--- config.mk ---
export PLATFORM = sky130hd
export DESIGN_NAME = wave_phase_gen
export DESIGN_NICKNAME = d
export VERILOG_FILES = /design/src/rtl/tone_gen_pkg.sv /design/src/rtl/phase_divider.sv /design/src/rtl/wave_phase_gen.sv
export SDC_FILE = /design/constraint.sdc
export NUM_CORES = 1
export LEC_CHECK = 0
export CAP_MARGIN = 10
export CORE_MARGIN = 5
export CORE_UTILIZATION = 30
export CTS_CLUSTER_DIAMETER = 60
export DETAILED_ROUTE_END_ITERATION = 7
export SLEW_MARGIN = 20
export SYNTH_ARGS = -nofsm -noshare
export SYNTH_HDL_FRONTEND = slang
export SYNTH_HIERARCHICAL = 1
export SYNTH_SLANG_ARGS = --single-unit
--- constraint.sdc ---
create_clock -name clk_in -period 2.8 [get_ports clk_in]
set_input_delay 0.28 -clock clk_in [delete_from_list [all_inputs] [get_ports clk_in]]
set_output_delay 0.28 -clock clk_in [all_outputs]
set_load 0.01 [all_outputs]
--- src/rtl/tone_gen_pkg.sv ---
// Shared constants for the tone generator blocks.
// Register map and phase-generator state encoding.
package tone_gen_pkg;

    localparam logic [1:0] REG_PERIOD = 2'd0;
    localparam logic [1:0] REG_LEN    = 2'd1;
    localparam logic [1:0] REG_CTRL   = 2'd2;
    localparam logic [1:0] REG_PHASE  = 2'd3;

    localparam int ADDR_W = 5;

    typedef enum logic {
        ST_IDLE = 1'b0,
        ST_RUN  = 1'b1
    } state_e;

endpackage

--- src/rtl/phase_divider.sv ---
// Tick-driven down counter that reloads from the period register.
// Terminal count is flagged while the counter sits at zero.
module phase_divider #(
    parameter int PERIOD_W = 12
) (
    input  logic                clk_i,
    input  logic                rst_ni,
    input  logic                load_i,
    input  logic                en_i,
    input  logic [PERIOD_W-1:0] period_i,
    output logic                tc_o
);

    logic [PERIOD_W-1:0] cnt_q;
    logic [PERIOD_W-1:0] cnt_d;

    assign tc_o = (cnt_q == '0);

    always_comb begin
        cnt_d = cnt_q;
        if (load_i) begin
            cnt_d = period_i;
        end else if (en_i) begin
            cnt_d = tc_o ? period_i : cnt_q - 1'b1;
        end
    end

    always_ff @(posedge clk_i or negedge rst_ni) begin
        if (!rst_ni) begin
            cnt_q <= '0;
        end else begin
            cnt_q <= cnt_d;
        end
    end

endmodule

--- src/rtl/wave_phase_gen.sv ---
// Wave table phase generator: register file, RUN/IDLE FSM and
// one-shot length tracking around a tick-driven period divider.
module wave_phase_gen
    import tone_gen_pkg::*;
#(
    parameter int PERIOD_W = 12,
    parameter int LEN_W    = 8
) (
    input  logic                clk_in,
    input  logic                reset_in,
    input  logic                tick_in,
    input  logic                reg_wr_en_in,
    input  logic [1:0]          reg_addr_in,
    input  logic [PERIOD_W-1:0] reg_data_in,
    output logic [ADDR_W-1:0]   lut_addr_out,
    output logic                step_out,
    output logic                active_out
);

    state_e              state_q;
    logic [PERIOD_W-1:0] period_q;
    logic [LEN_W-1:0]    len_cfg_q;
    logic                oneshot_q;
    logic [LEN_W-1:0]    len_cnt_q;
    logic [ADDR_W-1:0]   addr_q;
    logic                step_q;

    logic wr_ctrl;
    logic key_on;
    logic key_off;
    logic phase_rst;
    logic div_load;
    logic div_en;
    logic div_tc;
    logic advance;
    logic wrap;

    assign wr_ctrl   = reg_wr_en_in && (reg_addr_in == REG_CTRL);
    assign key_on    = wr_ctrl && reg_data_in[0];
    assign key_off   = wr_ctrl && !reg_data_in[0];
    assign phase_rst = reg_wr_en_in && (reg_addr_in == REG_PHASE);

    // Control writes own the divider for their cycle, so no step slips through.
    assign div_load = key_on || phase_rst;
    assign div_en   = (state_q == ST_RUN) && tick_in && !wr_ctrl && !phase_rst;
    assign advance  = div_en && div_tc;
    assign wrap     = (addr_q == '1);

    phase_divider #(
        .PERIOD_W (PERIOD_W)
    ) u_div (
        .clk_i    (clk_in),
        .rst_ni   (reset_in),
        .load_i   (div_load),
        .en_i     (div_en),
        .period_i (period_q),
        .tc_o     (div_tc)
    );

    always_ff @(posedge clk_in or negedge reset_in) begin
        if (!reset_in) begin
            state_q   <= ST_IDLE;
            period_q  <= '0;
            len_cfg_q <= '0;
            oneshot_q <= 1'b0;
            len_cnt_q <= '0;
            addr_q    <= '0;
            step_q    <= 1'b0;
        end else begin
            step_q <= 1'b0;
            if (reg_wr_en_in && (reg_addr_in == REG_PERIOD)) begin
                period_q <= reg_data_in;
            end
            if (reg_wr_en_in && (reg_addr_in == REG_LEN)) begin
                len_cfg_q <= reg_data_in[LEN_W-1:0];
                oneshot_q <= reg_data_in[LEN_W];
            end
            if (key_on) begin
                state_q   <= ST_RUN;
                addr_q    <= '0;
                len_cnt_q <= len_cfg_q;
            end else if (key_off) begin
                state_q <= ST_IDLE;
            end else if (phase_rst) begin
                addr_q <= '0;
            end else if (advance) begin
                step_q <= 1'b1;
                addr_q <= addr_q + 1'b1;
                // One-shot: the wrap with an exhausted count ends the note.
                if (wrap && oneshot_q) begin
                    if (len_cnt_q == '0) begin
                        state_q <= ST_IDLE;
                    end else begin
                        len_cnt_q <= len_cnt_q - 1'b1;
                    end
                end
            end
        end
    end

    assign lut_addr_out = addr_q;
    assign step_out     = step_q;
    assign active_out   = (state_q == ST_RUN);

endmodule

Word level (Yosys, flattened, before mapping)

Index checks and enable logic that the tools add are counted.

Register bits: 48
Output and inout bits: 7
Bits of input ports: 18

Equal/unequal tests: 8
$add $sub $neg: 3
Reduce and logical (&&, ||, !) cells: 28
Mux-type cells: 23

Operator list:

| operator              | number |
|---|---|
| $mux 8                | 6 |
| $mux 12               | 3 |
| $mux 5                | 4 |
| $logic_not 12->1      | 1 |
| $reduce_bool 3->1     | 4 |
| $sub 12x1->12 const B | 1 |
| $logic_and 1x1->1     | 11 |
| $mux 1                | 10 |
| $logic_not 8->1       | 1 |
| $sub 8x1->8 const B   | 1 |
| $ne 2x2->1 const B    | 3 |
| $reduce_bool 2->1     | 3 |
| $add 5x1->5 const B   | 1 |
| $eq 5x5->1 const B    | 1 |
| $reduce_and 5->1      | 1 |
| $eq 2x2->1 const B    | 2 |
| $reduce_and 4->1      | 1 |
| $logic_not 1->1       | 3 |
| $ne 3x3->1 const B    | 1 |
| $eq 2x1->1 const B    | 1 |
| $logic_not 2->1       | 1 |
| $reduce_and 2->1      | 1 |
| $logic_or 1x1->1      | 1 |

Depth between registers and ports, before layout

Depth after elaboration: 10
Depth in mapped cells: 10

Modules after synthesis

Netlist, hierarchy kept.

Modules (own cells, without submodules):

| module         | times used | cells each | area an instance (sq um) |
|---|---|---|---|
| wave_phase_gen | 1          | 140        | 1690.4 |
| phase_divider  | 1          | 100        | 913.4 |

Worst setup path before layout

No wires, ideal clock.

Path kind: flip-flop to flip-flop
Start point: register u_div.cnt_q[0]
End point: register len_cnt_q[3]
Clock period less this slack: 2.193 ns
Data arrival time: 2.124 ns
Required time: 2.731 ns
Library setup time: 0.069 ns
Path buffers: 1
Cell stages (with the launch flop): 10
Slack: 0.607 ns
Cells stage by stage: dfrtp_1 inv_1 ha_1 nor4b_4 and3_1 buf_6 and3_1 nand3_1 or4_1 nand3_1

Cells in the longest elaborated chain, start to end: 4

RTL lines:

| element                     | RTL line             | text |
|---|---|---|
| from (decl)                 | phase_divider.sv:14  | `logic [PERIOD_W-1:0] cnt_q;` |
| from (signal assigned)      | phase_divider.sv:32  | `cnt_q <= cnt_d;` |
| $logic_not 12->1            | phase_divider.sv:17  | `assign tc_o = (cnt_q == '0);` |
| named net div_tc            | wave_phase_gen.sv:34 | `logic div_tc;` |
| $logic_and 1x1->1           | wave_phase_gen.sv:46 | `assign advance = div_en && div_tc;` |
| $reduce_bool 2->1 (no line) | --                   |  |
| $reduce_and 5->1 (no line)  | --                   |  |
| to (signal assigned)        | wave_phase_gen.sv:81 | `len_cnt_q <= len_cfg_q;` |
| to (signal assigned)        | wave_phase_gen.sv:94 | `len_cnt_q <= len_cnt_q - 1'b1;` |
| to (decl)                   | wave_phase_gen.sv:24 | `logic [LEN_W-1:0] len_cnt_q;` |

The timed path passes the listed nets, and every way through them passes these cells.
A chain may end at the register's enable or synchronous reset.

Worst setup path after layout

Ends and elaborated chain as after synthesis.

==> flow_results.org <==
** STA
- Clock skew after layout :: 11.5 ps
- Actual slew at the worst max-slew pin :: 595 ps
- Setup violations remaining at the end of the flow were counted as 0.
- Setup repair after global routing left no endpoint under its margin.
- Final WS setup :: 409 ps
- Relative max-transition margin :: 60.2%
- Final hold vios :: 0
- The final critical path takes up 85.4% of the cycle.
- Minimum period implied by the final worst setup slack :: 2390 ps
- Final total negative setup slack :: 0 ps
- Static timing analysis puts the maximum clock frequency at 418 MHz.
- The number of max-slew violations in the final report is 0.

** Power
- P_leak :: 1.29 nW
- Combinational cell fraction of total power :: 22.5%
- Switching Fraction :: 31.0%
- Power density over the cells :: 648 nW/um2
- Cell Int Power :: 1.41 mW
- The clock network is responsible for 26.7% of the overall power.
- Psw :: 0.633 mW
- VDD IR-drop max :: 0.349 mV
- Of the total power, registers draw 50.8%.
- The completed layout was analyzed and its total power is 2.04 mW.

** Critical path
- The worst register-to-register path ends at len_cnt_q[3].
- Type of element launching the critical path :: flop
- Worst path slowest cell :: sky130_fd_sc_hd__or4_1
- Measured in cells, the most critical reg-to-reg path has a length of 8.
- In this run the register-to-register setup slack is 410 ps.
- Crit path largest cell delay :: 580 ps
- Along the worst path, the maximum fanout reaches 9.
- Crit path from :: u_div/cnt_q[0]
- At the worst endpoint, the required time is 3040 ps.
- Worst path cell trace :: inv_1 > ha_1 > nor4b_4 > and3_1 > and3_1 > nand3_1 > or4_1 > nand3_1
- By startpoint and endpoint, the worst setup path is classified as reg -> reg.
- The worst setup path is captured at a flop.
- Data on the critical path arrives at its endpoint at 2630 ps.
- Reg2reg start :: u_div/cnt_q[0]

** Global routing
- After global routing the overflow that remains totals 0.
- Via count of the first global-routing pass :: 1973
- Entering global routing, the biggest net connects 29 pins.
- Global routing used 17.7% of the available met2 tracks.
- The first global-routing pass estimated 9.82 mm of wire.
- In the global route stage, met1 resource usage came out at 16.9%.
- Tot GR Track Use :: 11.6%
- The initial antenna violation count was 0.
- met2 is the most crowded layer.
- GRT met3 Usage :: 2.44%

** Route
- Via/cell ratio :: 5.23
- WL per Instance :: 15.3 um
- Final wirelength :: 5.80 mm
- The first TritonRoute pass finished after 4 iterations.
- The routed layout has 1989 vias.
- In this run, the number of DRC markers left after iteration 0 of detailed routing was 112.
- The detail route stage leaves a number of antenna-violating nets equal to 0.
- After detailed routing, the number of remaining DRC violations is 0.

** Synth
- Seq cells post-synth :: 48
- Total nets after synthesis :: 264
- Mean instance size in the synthesized netlist :: 10.8 um2
- Fraction of the yosys area taken by sequential cells :: 46.1%
- Most frequently used flop master after synthesis :: sky130_fd_sc_hd__dfrtp_1
- For this run, asynchronously set or reset flops after synthesis account for 100%.
- Number of flops mapped to enable cells by yosys :: 0
- After synthesis, the netlist uses 58 different library cells.
- Synthesized cell area :: 2600 um2
- Counting every instance in the synthesized netlist gives 240.
- Yosys printed 6 warnings.

** Cells and area
- After the last flow step, the layout net total stands at 295.
- Growth of design area from synthesis to finish :: 21.0%
- Fill count :: 872
- Fraction of final layout cells with drive strength greater than 1 :: 20.2%
- Once layout is done, the placed cells without fillers occupy 3150 um2.
- Utilization after layout :: 36.7%
- Ant. Diodes :: 0

** Place
- Instance area after placement :: 3010 um2
- Summed over all nets, the half-perimeter wirelength after detailed placement is 4.26 mm.
- Timing analysis after detailed placement gives a worst setup slack of 452 ps.
- Count of input and output buffers :: 24
- Placer's final routability congestion estimate :: 0.884

** Flow run
- Max-capacitance violation count :: 0

** Clocking
- Maximum level of the CTS H-tree :: 2
- CTS placed an instance of sky130_fd_sc_hd__clkbuf_8 at the clock tree root.
- Clock tree from TritonCTS :: done
- The clock net in this run drives a total of 48 sinks.
- Num CTS Buffers :: 5
- For the worst-skew pair, the clock arrives at the later sink with an insertion delay of 300 ps.
- Post-CTS clock slew at the launch and capture registers of the worst setup and hold paths :: 90 ps
- Maximum count of clock buffers along a single path :: 2
- Once the clock tree was built, the setup fixing pass inserted 0 buffers.

** Status
- The run finished with clean final reports.

** Die
- Overall die height :: 103 um
- The die is 103 um wide.
- The floorplan has 34 rows.
- The initial utilization of the core area, before any placement, comes to 30.3%.
- The die covers 10600 um2.
- In this run the standard cell core region covers 8590 um2.
- 25 I/O pins were placed.

** Min path
- In this run the worst hold path is classified as in -> async.
## timing repair
action                                 in CTS  in global routing
hold buffers                                1                  0
endpoints found under the hold margin      30                  0
gates resized for setup                     0                  0
## per-layer routing
layer	wire, um	part of all wire [%]
met1	2940	51
met2	2660	46
met3	173	3.0
met4	36	0.62
met5	0	0
## layout make-up
class                   instances  area (um2)  share of cell area (%)
clock buffers                   7        96.3                    3.06
clock inverters                 1        30.0                   0.953
inverters                       7        26.3                   0.834
multi-input cells             177        1330                    42.3
flip-flops and latches         48        1200                    38.1
well taps                     108         135                    4.29
repair buffers                 32         330                    10.5
## sequential cells by signal, indices dropped and copies added (netlist names)
| signal | flops |
|---|---|
| step_out | 1 |
| len_cnt_q | 8 |
| lut_addr_out | 5 |
| oneshot_q | 1 |
| active_out | 1 |
| period_q | 12 |
| u_div/cnt_q | 12 |
| len_cfg_q | 8 |
## cell usage after synthesis, types with 2 or more instances
library cell | number | area share (%)
sky130_fd_sc_hd__a31o_2 | 2 | 0.67
sky130_fd_sc_hd__buf_6 | 2 | 0.86
sky130_fd_sc_hd__o21ai_1 | 2 | 0.38
sky130_fd_sc_hd__o211ai_1 | 4 | 1.2
sky130_fd_sc_hd__o22a_1 | 6 | 2.0
sky130_fd_sc_hd__mux2_2 | 21 | 9.1
sky130_fd_sc_hd__ha_1 | 6 | 2.9
sky130_fd_sc_hd__nor2_1 | 23 | 3.3
sky130_fd_sc_hd__o21ai_0 | 4 | 0.77
sky130_fd_sc_hd__a31oi_1 | 4 | 0.96
sky130_fd_sc_hd__inv_1 | 7 | 1.0
sky130_fd_sc_hd__nand2b_1 | 4 | 0.96
sky130_fd_sc_hd__nor4_1 | 5 | 1.2
sky130_fd_sc_hd__a211oi_1 | 3 | 0.86
sky130_fd_sc_hd__xor2_1 | 2 | 0.67
sky130_fd_sc_hd__a21oi_1 | 9 | 1.7
sky130_fd_sc_hd__and2_1 | 2 | 0.48
sky130_fd_sc_hd__a32oi_1 | 2 | 0.67
sky130_fd_sc_hd__nor3_1 | 4 | 0.77
sky130_fd_sc_hd__o31a_1 | 2 | 0.67
sky130_fd_sc_hd__nor3_2 | 4 | 1.5
sky130_fd_sc_hd__nand3b_1 | 5 | 1.4
sky130_fd_sc_hd__nand2_1 | 12 | 1.7
sky130_fd_sc_hd__dfrtp_1 | 48 | 46
sky130_fd_sc_hd__buf_2 | 4 | 0.77
sky130_fd_sc_hd__mux2i_1 | 4 | 1.5
sky130_fd_sc_hd__or3_1 | 5 | 1.2
sky130_fd_sc_hd__nand3_1 | 9 | 1.7
sky130_fd_sc_hd__and3_1 | 6 | 1.4
## worst max-delay path, delay by kind of cell (launching register included)
| kind | cells | cell delay, ps |
|---|---|---|
| and+or+nand+nor | 6 | 1650 |
| buffers and inverters | 1 | 110 |
| adders and majority gates | 1 | 180 |
| DFF | 1 | 400 |
## cell families after synthesis
family | after synthesis | synth area share (%)
simple gates | 94 | 22.4
flops | 48 | 46.1
buf+inv | 15 | 2.93
xor+xnor | 3 | 1.01
compound gates | 49 | 14.0
mux | 25 | 10.6
fa+ha+maj | 6 | 2.88
## worst max path at each step
stage / slack (ps) / cells past startpoint / end
finish: 410 / 8 / len_cnt_q[3]
global route: 270 / 8 / len_cnt_q[3]
CTS: 430 / 8 / len_cnt_q[3]
detailed placement: 450 / 8 / len_cnt_q[3]
global placement: 490 / 8 / u_div/cnt_q[0]
floorplan: 610 / 9 / len_cnt_q[3]
## power groups by stage
stage          combinational [mW]  clock [mW]  sequential [mW]
2_1_floorplan               0.342           0            0.997
4_1_cts                     0.463       0.564             1.04
5_1_grt                     0.513       0.590             1.06
3_5_place_dp                0.459           0             1.05
3_3_place_gp                0.443           0             1.05
6_report                    0.459       0.545             1.04
## cells in the final DEF (no fill, tap or decap), types with 5 or more instances in the layout
cell type | netlist | final
sky130_fd_sc_hd__or3_1 | 5 | 5
sky130_fd_sc_hd__and3_1 | 6 | 6
sky130_fd_sc_hd__nor2_1 | 23 | 23
sky130_fd_sc_hd__ha_1 | 6 | 6
sky130_fd_sc_hd__dfrtp_1 | 48 | 48
sky130_fd_sc_hd__a21oi_1 | 9 | 9
sky130_fd_sc_hd__nand3b_1 | 5 | 5
sky130_fd_sc_hd__inv_1 | 7 | 7
sky130_fd_sc_hd__buf_4 | 0 | 5
sky130_fd_sc_hd__nand2_1 | 12 | 12
sky130_fd_sc_hd__mux2_2 | 21 | 21
sky130_fd_sc_hd__nand3_1 | 9 | 9
sky130_fd_sc_hd__o22a_1 | 6 | 6
sky130_fd_sc_hd__nor4_1 | 5 | 5
sky130_fd_sc_hd__clkdlybuf4s50_1 | 0 | 23
sky130_fd_sc_hd__clkbuf_8 | 0 | 7
## stage by stage
step / hold slack, ps / instances
after floorplan: -15.6 / 240
after global placement: 465 / 369
after detailed placement: 100 / 371
after CTS: 310 / 380
after global routing: 307 / 380
final: 319 / 380
No activity file was read; power rests on OpenSTA's default activity.
